--- config.mk ---
export PLATFORM = sky130hd
export DESIGN_NAME = instr_fetch_flat
export DESIGN_NICKNAME = d
export VERILOG_FILES = /design/src/rtl/instr_fetch_if.sv /design/src/rtl/instr_fetch.sv /design/src/flat_wrapper.sv
export SDC_FILE = /design/constraint.sdc
export NUM_CORES = 1
export LEC_CHECK = 0
export CAP_MARGIN = 20
export CORE_MARGIN = 4
export CORE_UTILIZATION = 43
export CTS_CLUSTER_DIAMETER = 50
export DETAILED_ROUTE_END_ITERATION = 10
export PLACE_DENSITY = 0.82
export SKIP_LAST_GASP = 1
export SLEW_MARGIN = 20
export SYNTH_ARGS = -nofsm -noshare
export SYNTH_HDL_FRONTEND = slang
export SYNTH_SLANG_ARGS = --single-unit
--- constraint.sdc ---
create_clock -name clk -period 4 [get_ports clk]
set_input_delay 0.6 -clock clk [delete_from_list [all_inputs] [get_ports clk]]
set_output_delay 0.6 -clock clk [all_outputs]
set_load 0.02 [all_outputs]
--- src/rtl/instr_fetch_if.sv ---
// instr_fetch_if -- bus bundle between the instruction fetch unit, the
// instruction memory and the decoder.
//
// Signals:
//   imem_req / imem_addr      fetch request and word-aligned address (fetch unit out)
//   imem_ack / imem_rdata     memory completion and returned word (fetch unit in)
//   instr / instr_pc          instruction word and its address (fetch unit out)
//   instr_valid / instr_ready decoder handshake
//   redirect / redirect_pc    taken-branch pulse and new fetch target (fetch unit in)
//   fetch_err                 sticky misaligned-redirect flag (fetch unit out)
//
// Modports:
//   master -- the fetch unit
//   slave  -- the environment (memory + decoder + branch unit)
interface instr_fetch_if;
    logic        imem_req;
    logic [31:0] imem_addr;
    logic        imem_ack;
    logic [31:0] imem_rdata;
    logic [31:0] instr;
    logic [31:0] instr_pc;
    logic        instr_valid;
    logic        instr_ready;
    logic        redirect;
    logic [31:0] redirect_pc;
    logic        fetch_err;

    modport master (
        output imem_req, imem_addr, instr, instr_pc, instr_valid, fetch_err,
        input  imem_ack, imem_rdata, instr_ready, redirect, redirect_pc
    );

    modport slave (
        input  imem_req, imem_addr, instr, instr_pc, instr_valid, fetch_err,
        output imem_ack, imem_rdata, instr_ready, redirect, redirect_pc
    );
endinterface

--- src/rtl/instr_fetch.sv ---
// instr_fetch -- single-outstanding-request instruction fetch unit.
//
// Ports:
//   clk    rising-edge clock
//   reset  asynchronous active-high reset
//   bus    instr_fetch_if.master (memory request, decoder handshake, redirect)
//
// Parameter:
//   RESET_PC  address of the first fetch after reset
//
// Optional feature:
//   IFETCH_ALIGN_CHECK_EN  when defined, misaligned redirects are ignored and
//                          raise the sticky fetch_err flag; otherwise the low
//                          two bits of redirect_pc are cleared on load and
//                          fetch_err is tied low.
//
// state | meaning
// BOOT  | one idle cycle after reset, no request
// REQ   | request at fetch pc outstanding
// HOLD  | instruction presented to decoder, waiting for instr_ready
// FLUSH | finishing a request made before a redirect; its data is dropped
module instr_fetch #(
    parameter logic [31:0] RESET_PC = 32'h0000_0000
) (
    input  logic          clk,
    input  logic          reset,
    instr_fetch_if.master bus
);
    typedef enum logic [1:0] {BOOT, REQ, HOLD, FLUSH} state_t;

    state_t      state, stateNext;
    logic [31:0] fetchPc;
    logic [31:0] flushAddr;
    logic [31:0] instrReg;
    logic [31:0] instrPcReg;
    logic        instrValidReg;
    logic [31:0] redirTarget;
    logic        redirOk;
    logic        misaligned;

    logic        loadRedir;
    logic        saveFlush;
    logic        capture;
    logic        dropValid;

`ifdef IFETCH_ALIGN_CHECK_EN
    logic        fetchErrReg;

    assign misaligned  = bus.redirect && (bus.redirect_pc[1:0] != 2'b00);
    assign redirOk     = bus.redirect && !misaligned;
    assign redirTarget = bus.redirect_pc;

    always_ff @(posedge clk or posedge reset) begin
        if (reset)
            fetchErrReg <= 1'b0;
        else if (misaligned)
            fetchErrReg <= 1'b1;
    end

    assign bus.fetch_err = fetchErrReg;
`else
    assign misaligned    = 1'b0;
    assign redirOk       = bus.redirect;
    assign redirTarget   = bus.redirect_pc & 32'hFFFF_FFFC;
    assign bus.fetch_err = misaligned;
`endif

    always_ff @(posedge clk or posedge reset) begin
        if (reset)
            state <= BOOT;
        else
            state <= stateNext;
    end

    always_comb begin
        stateNext = state;
        loadRedir = 1'b0;
        saveFlush = 1'b0;
        capture   = 1'b0;
        dropValid = 1'b0;
        case (state)
            BOOT: begin
                loadRedir = redirOk;
                stateNext = REQ;
            end
            REQ: begin
                if (redirOk) begin
                    // A word returned alongside a redirect is stale; just
                    // re-aim the fetch pc and issue a fresh request.
                    loadRedir = 1'b1;
                    if (!bus.imem_ack) begin
                        saveFlush = 1'b1;
                        stateNext = FLUSH;
                    end
                end else if (bus.imem_ack) begin
                    capture   = 1'b1;
                    stateNext = HOLD;
                end
            end
            HOLD: begin
                // The handshake completes even when a redirect coincides.
                if (bus.instr_ready || redirOk) begin
                    dropValid = 1'b1;
                    loadRedir = redirOk;
                    stateNext = REQ;
                end
            end
            FLUSH: begin
                loadRedir = redirOk;
                if (bus.imem_ack)
                    stateNext = REQ;
            end
            default: stateNext = BOOT;
        endcase
    end

    always_ff @(posedge clk or posedge reset) begin
        if (reset) begin
            fetchPc       <= RESET_PC;
            flushAddr     <= RESET_PC;
            instrReg      <= 32'h0;
            instrPcReg    <= 32'h0;
            instrValidReg <= 1'b0;
        end else begin
            if (loadRedir)
                fetchPc <= redirTarget;
            else if (capture)
                fetchPc <= fetchPc + 32'd4;

            // The request address must stay stable until the old ack.
            if (saveFlush)
                flushAddr <= fetchPc;

            if (capture) begin
                instrReg      <= bus.imem_rdata;
                instrPcReg    <= fetchPc;
                instrValidReg <= 1'b1;
            end else if (dropValid) begin
                instrValidReg <= 1'b0;
            end
        end
    end

    assign bus.imem_req    = (state == REQ) || (state == FLUSH);
    assign bus.imem_addr   = (state == FLUSH) ? flushAddr : fetchPc;
    assign bus.instr       = instrReg;
    assign bus.instr_pc    = instrPcReg;
    assign bus.instr_valid = instrValidReg;
endmodule

--- src/flat_wrapper.sv ---
// flat-port wrapper written by rule: the top's interface ports become plain ports
module instr_fetch_flat 
#(
    parameter logic [31:0] RESET_PC = 32'h0000_0000
)
  (clk, reset, bus_imem_req, bus_imem_addr, bus_instr, bus_instr_pc, bus_instr_valid, bus_fetch_err, bus_imem_ack, bus_imem_rdata, bus_instr_ready, bus_redirect, bus_redirect_pc);
  instr_fetch_if bus_i ();
  input  logic clk;
  input  logic reset;
  output wire logic [$bits(bus_i.imem_req)-1:0] bus_imem_req;
  output wire logic [$bits(bus_i.imem_addr)-1:0] bus_imem_addr;
  output wire logic [$bits(bus_i.instr)-1:0] bus_instr;
  output wire logic [$bits(bus_i.instr_pc)-1:0] bus_instr_pc;
  output wire logic [$bits(bus_i.instr_valid)-1:0] bus_instr_valid;
  output wire logic [$bits(bus_i.fetch_err)-1:0] bus_fetch_err;
  input wire logic [$bits(bus_i.imem_ack)-1:0] bus_imem_ack;
  input wire logic [$bits(bus_i.imem_rdata)-1:0] bus_imem_rdata;
  input wire logic [$bits(bus_i.instr_ready)-1:0] bus_instr_ready;
  input wire logic [$bits(bus_i.redirect)-1:0] bus_redirect;
  input wire logic [$bits(bus_i.redirect_pc)-1:0] bus_redirect_pc;
  assign bus_imem_req = bus_i.imem_req;
  assign bus_imem_addr = bus_i.imem_addr;
  assign bus_instr = bus_i.instr;
  assign bus_instr_pc = bus_i.instr_pc;
  assign bus_instr_valid = bus_i.instr_valid;
  assign bus_fetch_err = bus_i.fetch_err;
  assign bus_i.imem_ack = bus_imem_ack;
  assign bus_i.imem_rdata = bus_imem_rdata;
  assign bus_i.instr_ready = bus_instr_ready;
  assign bus_i.redirect = bus_redirect;
  assign bus_i.redirect_pc = bus_redirect_pc;
  instr_fetch #(.RESET_PC(RESET_PC)) u_core (.clk(clk), .reset(reset), .bus(bus_i));
endmodule
## Yosys cells after proc, flatten, opt, wreduce, memory -nomap -nowiden

Cells that the tools add are included.
W data, S select, Z words.

- Flip-flop bits (word level): 131
- Bits of input ports: 69
- Output and inout port bits: 99
- Logic and storage cells: 43

- Add/subtract/negate cells: 1
- Eq/ne operators: 7
- Muxes and demuxes: 22
- Reduce and logical (&&, ||, !) cells: 7

Operators by type and width:

| cell | number |
|---|---|
| $mux W32 | 3 |
| $add A32 B3 Y32 const B | 1 |
| $mux W1 | 12 |
| $mux W2 | 5 |
| $pmux W2 S4 | 1 |
| $ne A3 B3 Y1 const B | 2 |
| $eq A2 B2 Y1 const B | 2 |
| $reduce_and A4 Y1 | 1 |
| $reduce_bool A2 Y1 | 2 |
| $pmux W1 S3 | 1 |
| $eq A2 B1 Y1 const B | 1 |
| $logic_not A2 Y1 | 1 |
| $logic_or A1 B1 Y1 | 2 |
| $ne A2 B1 Y1 const B | 1 |
| $ne A2 B2 Y1 const B | 1 |
| $reduce_or A2 Y1 | 1 |

## Logic depth before layout (Yosys ltp)

- Word-level depth: 5
- Depth in mapped cells: 7
- Mapped depth without buffers: 5

## Worst setup path before layout

Ideal clock, no wire load.

- Path type: input-to-reg
- From: input bus_redirect
- To: register u_core.flushAddr[10]
- Library setup time: 125 ps
- Arrival time: 1,994 ps
- Required time: 3,875 ps
- Slack: 1,882 ps
- Cell stages on the path: 5
- Path buffers: 2
- Path through: clkbuf_1 > inv_1 > nor4b_1 > clkbuf_1 > mux2_2

- Cells in the longest elaborated chain, start to end: 2

Ends and longest elaborated chain:

| element | line | RTL |
|---|---|---|
| start, declared | flat_wrapper.sv:19 | `input wire logic [$bits(bus_i.redirect)-1:0] bus_redirect;` |
| $mux W1 | instr_fetch.sv:87 | `if (redirOk) begin` |
| $mux W1 | instr_fetch.sv:81 | `case (state)` |
| end signal, assigned | instr_fetch.sv:132 | `flushAddr <= fetchPc;` |
| end, declared | instr_fetch.sv:33 | `logic [31:0] flushAddr;` |

Every way passes these cells.
A chain may end at the register's enable or synchronous reset.

## Worst setup path after layout

- From: register u_core.state[1]
- To: output bus_imem_addr[24]

- Cells in the longest elaborated chain, start to end: 2

Ends and longest elaborated chain:

| element | line | RTL |
|---|---|---|
| start, declared | instr_fetch.sv:31 | `state_t state, stateNext;` |
| start signal, assigned | instr_fetch.sv:72 | `state <= stateNext;` |
| $eq A2 B2 Y1 | instr_fetch.sv:145 | `assign bus.imem_addr = (state == FLUSH) ? flushAddr : fetchPc;` |
| $mux W32 | instr_fetch.sv:145 |  |
| end, declared | flat_wrapper.sv:11 | `output wire logic [$bits(bus_i.imem_addr)-1:0] bus_imem_addr;` |

Every way passes these cells.

==> results.env <==
RESULT_OF_THE_RUN='finished, final reports clean'
FIN_WORST_HOLD_SLACK_PS=501
FINAL_PERIOD_MINUS_WORST_SETUP_SLACK_PS=3230
CLOCKBUFFERDEPTH=2
TIMING.SLEW.HEADROOM=0.334
N_ANTENNA_CELL=0
DIE_AREA_UM2=15300
WL_PER_CELL_UM=17.6
FINALMAXSLEWVIOLATIONS=0
GRT_SETUP_UNREPAIRED='false'
NETLIST.AREA_LEADER.SHARE=0.543
P_SWITCHING_mW=1.44
PLACED_AREA_UM2=7500
ROWS=42
TIMING.CRITICAL_PATH.REQUIRED_PS=3400
P_PER_AREA_nW_PER_UM2=608
LEAKAGE_COMPONENT_OF_THE_POWER_nW=3.25
LEADING_POST_SYNTHESIS_CELLS_BY_INSTANCE_COUNT='dfrtp_1, mux2_2, nand2_1'
MAPPEDNETLISTAREA_UM2=5760
FIRST_GLOBAL_VIAS=4404
FINAL.SETUP.TNS_PS=0
MIN_PATH_TYPE='reg2reg'
ROUTE.ANTENNA.REMAINING_NETS=0
HOLD_BUFFERS=0
NUM_IO_PINS=168
MAX-VDD-IR-DROP_mV=0.351
FLOORPLAN.CORE_AREA_UM2=13200
SEQPWRFRAC=0.366
INITIAL_CORE_UTILIZATION=0.437
REPORT.POWER.TOTAL_mW=4.93
P_SW_FRAC=0.292
CRITICAL_PATH.MAX_FANOUT=21
MIN_PERIOD_OVER_PERIOD=0.808
FP.DIEW_UM=124
ROUTED_WIRELENGTH_UM=14200
GPL.FINAL_WEIGHTED_CONGESTION=0.842
FINAL-SETUP-VIOL-COUNT=0
DOMINANTREGCELLSYNTH='dfrtp_1'
FINISH.NET_COUNT=689
FINAL-HOLD-VIOLATION-COUNT=0
POST-SYNTH-TOP-COUNT-CELL='dfrtp_1'
PLACE.DETAILED.INSTANCES=776
DP.FINAL_HPWL_UM=9980
FINISH.CELL_COUNT_WITHOUT_FILLERS=806
CLK-INSERTION-DELAY-LATE_PS=420
SYNTH_LARGEST_AREA_CELL='dfrtp_1'
MAXCLOCKFREQUENCY_MHz=310
YOSYSWARNINGS=0
POSTSYNTH.ASYNCRESETSHARE=1.00
WORSTSETUPPATHTYPE='reg2out'
FIRST_PASS_GRT_WIRE_LENGTH_UM=22200
GLOBAL_ROUTE.OVERFLOW_TOTAL=0
TRITONCTS='built'
VIA_COUNT=4276
STDCELL_AREA_UM2=8110
DR.FIRST_ITER.DRC_COUNT=275
CTS_MADE_BUFFERS=17
ANTENNA_FOUND_INITIAL=0
PIN_COUNT_OF_THE_BIGGEST_NET_ENTERING_GLOBAL_ROUTING=126
LAYOUT-AREA-OVERHEAD-VS-SYNTH_PCT=40.8
DRIVE_ABOVE_1_SHARE=0.257
GLOBAL_ROUTE_USAGE_SUM=0.190
NUMBER_OF_STORAGE_ELEMENTS_IN_THE_SYNTHESIS_NETLIST=125
CLK_TRANSITION_REPORTED_PATHS_PS=50
STARTPOINT_TYPE='flop'
DETAILEDROUTE.FIRSTPASSITERATIONCOUNT=4
DRV.MAX_CAP_VIOLATION_COUNT=0
DIE-HEIGHT_UM=124
NETLIST-CELL-TYPE-COUNT=44
CLOCK-SKEW-FINAL_PS=6.78
SYNTH-EDFF-COUNT=0
CAPTURING_ELEMENT_TYPE_OF_THE_CRITICAL_PATH='output port'
INTERNAL-POWER_mW=3.49
CTS.REPAIR.RESIZED=0
PLACE.PORT_BUFFERS=160
SYNTH_CELLS=468
SYNTH.AREA.TOP_CELLS='dfrtp_1, mux2_2, nand2_1'
SYNTH_AREA_PER_CELL_UM2=12.3
P_CLK_FRAC=0.320
SYNTH_SEQ_AREA_SHARE=0.543
CTS_SINKS=125
POST_CTS_BUFFERS=0
TIGHTEST_SLEW_PS=990
CTSROOTBUFFERMASTER='clkbuf_16'
ROUTED_VIA_DENSITY=5.31
H-TREE-DEPTH=4
REMAINING_DRC_ERRORS=0
COMBINATIONALPOWERSHARE=0.314
CRIT_ARRIVAL_PS=2630
final timing paths:
kind                                                 to                  from  slack, ps  cells past startpoint
worst max register to register       u_core.fetchPc[27]       u_core.state[1]       1700                      4
min in group asynchronous          u_core.bus.instr[23]                 reset        770                      2
worst min register to register     u_core.bus.instr[12]  u_core.bus.instr[12]        500                      1
worst max-delay path                  bus_imem_addr[24]       u_core.state[1]        770                      4
worst min-delay path               u_core.bus.instr[12]  u_core.bus.instr[12]        500                      1
max in group asynchronous       u_core.bus.instr_pc[15]                 reset       2620                      2
layer usage:
metal	global-route usage	up-vias	wire length [um]
met2	0.312	141	7080
met4	0.0844	0	346
li1	-	2000	-
met1	0.225	2113	5800
met5	0	-	0
met3	0.0663	22	973
placed cells by master (no fill, tap or decap), types with 2 or more instances in the layout:
cell type and n:
nand2b_1 2, or4_1 10, xnor2_1 9, o31a_1 2, dfrtp_1 125, a211o_1 2
o31ai_1 9, nor2_1 16, clkbuf_1 2, o21ai_0 16, and4_1 4, nor4_1 7
nor3_1 4, a31oi_1 11, nand4_1 11, clkdlybuf4s50_1 160, o211ai_1 3, mux2_2 122
a21oi_1 2, xor2_1 2, or3_1 2, inv_1 9, clkinv_2 2, conb_1 5
nand3_1 12, bufinv_16 3, clkbuf_16 17, nand2_1 31, buf_4 5, clkbuf_8 5
cells by family after synthesis:
kind of cell | after synthesis | synth area share
flip-flops | 125 | 0.543
multiplexers | 123 | 0.240
other | 1 | 0.000651
AO/OA/AOI/OAI | 49 | 0.0560
XOR/XNOR | 11 | 0.0167
buffers and inverters | 48 | 0.0367
adder cells (fa/ha/maj) | 1 | 0.00217
AND/OR/NAND/NOR | 110 | 0.105
stage by stage:
step	utilization	setup WS (ps)
finish	0.615	769
global route	0.615	629
CTS	0.615	722
detailed placement	0.569	978
global placement	0.569	1020
floorplan	-	72.4
registers in the layout, summed over array words and instances (netlist names):
name                    count
u_core.flushAddr           30
u_core.bus.instr_pc        30
u_core.bus.instr           32
u_core.state                2
u_core.bus.instr_valid      1
u_core.fetchPc             30
final cells by class:
type | count | area, um2
clock inverter | 6 | 108
clock buffer | 24 | 502
inverter | 10 | 45.0
multi-input combinational | 299 | 2450
fill | 1065 | 5080
timing repair buffer | 166 | 1660
tap | 176 | 220
sequential | 125 | 3130
power by group through the flow:
stage	Clock [mW]	Sequential [mW]	Combinational [mW]
floorplan	0	2.01	0.621
global placement	0	1.80	1.53
detailed placement	0	1.83	1.56
CTS	1.61	1.81	1.57
global route	1.67	1.85	1.65
finish	1.58	1.81	1.55
worst max-delay path, cell delays in order (launching register included):
cell,delay (ps)
dfrtp_1,460
nand2_1,410
buf_4,410
mux2_2,380
clkdlybuf4s50_1,560
Note: power is estimated with default switching activity, not from simulation.
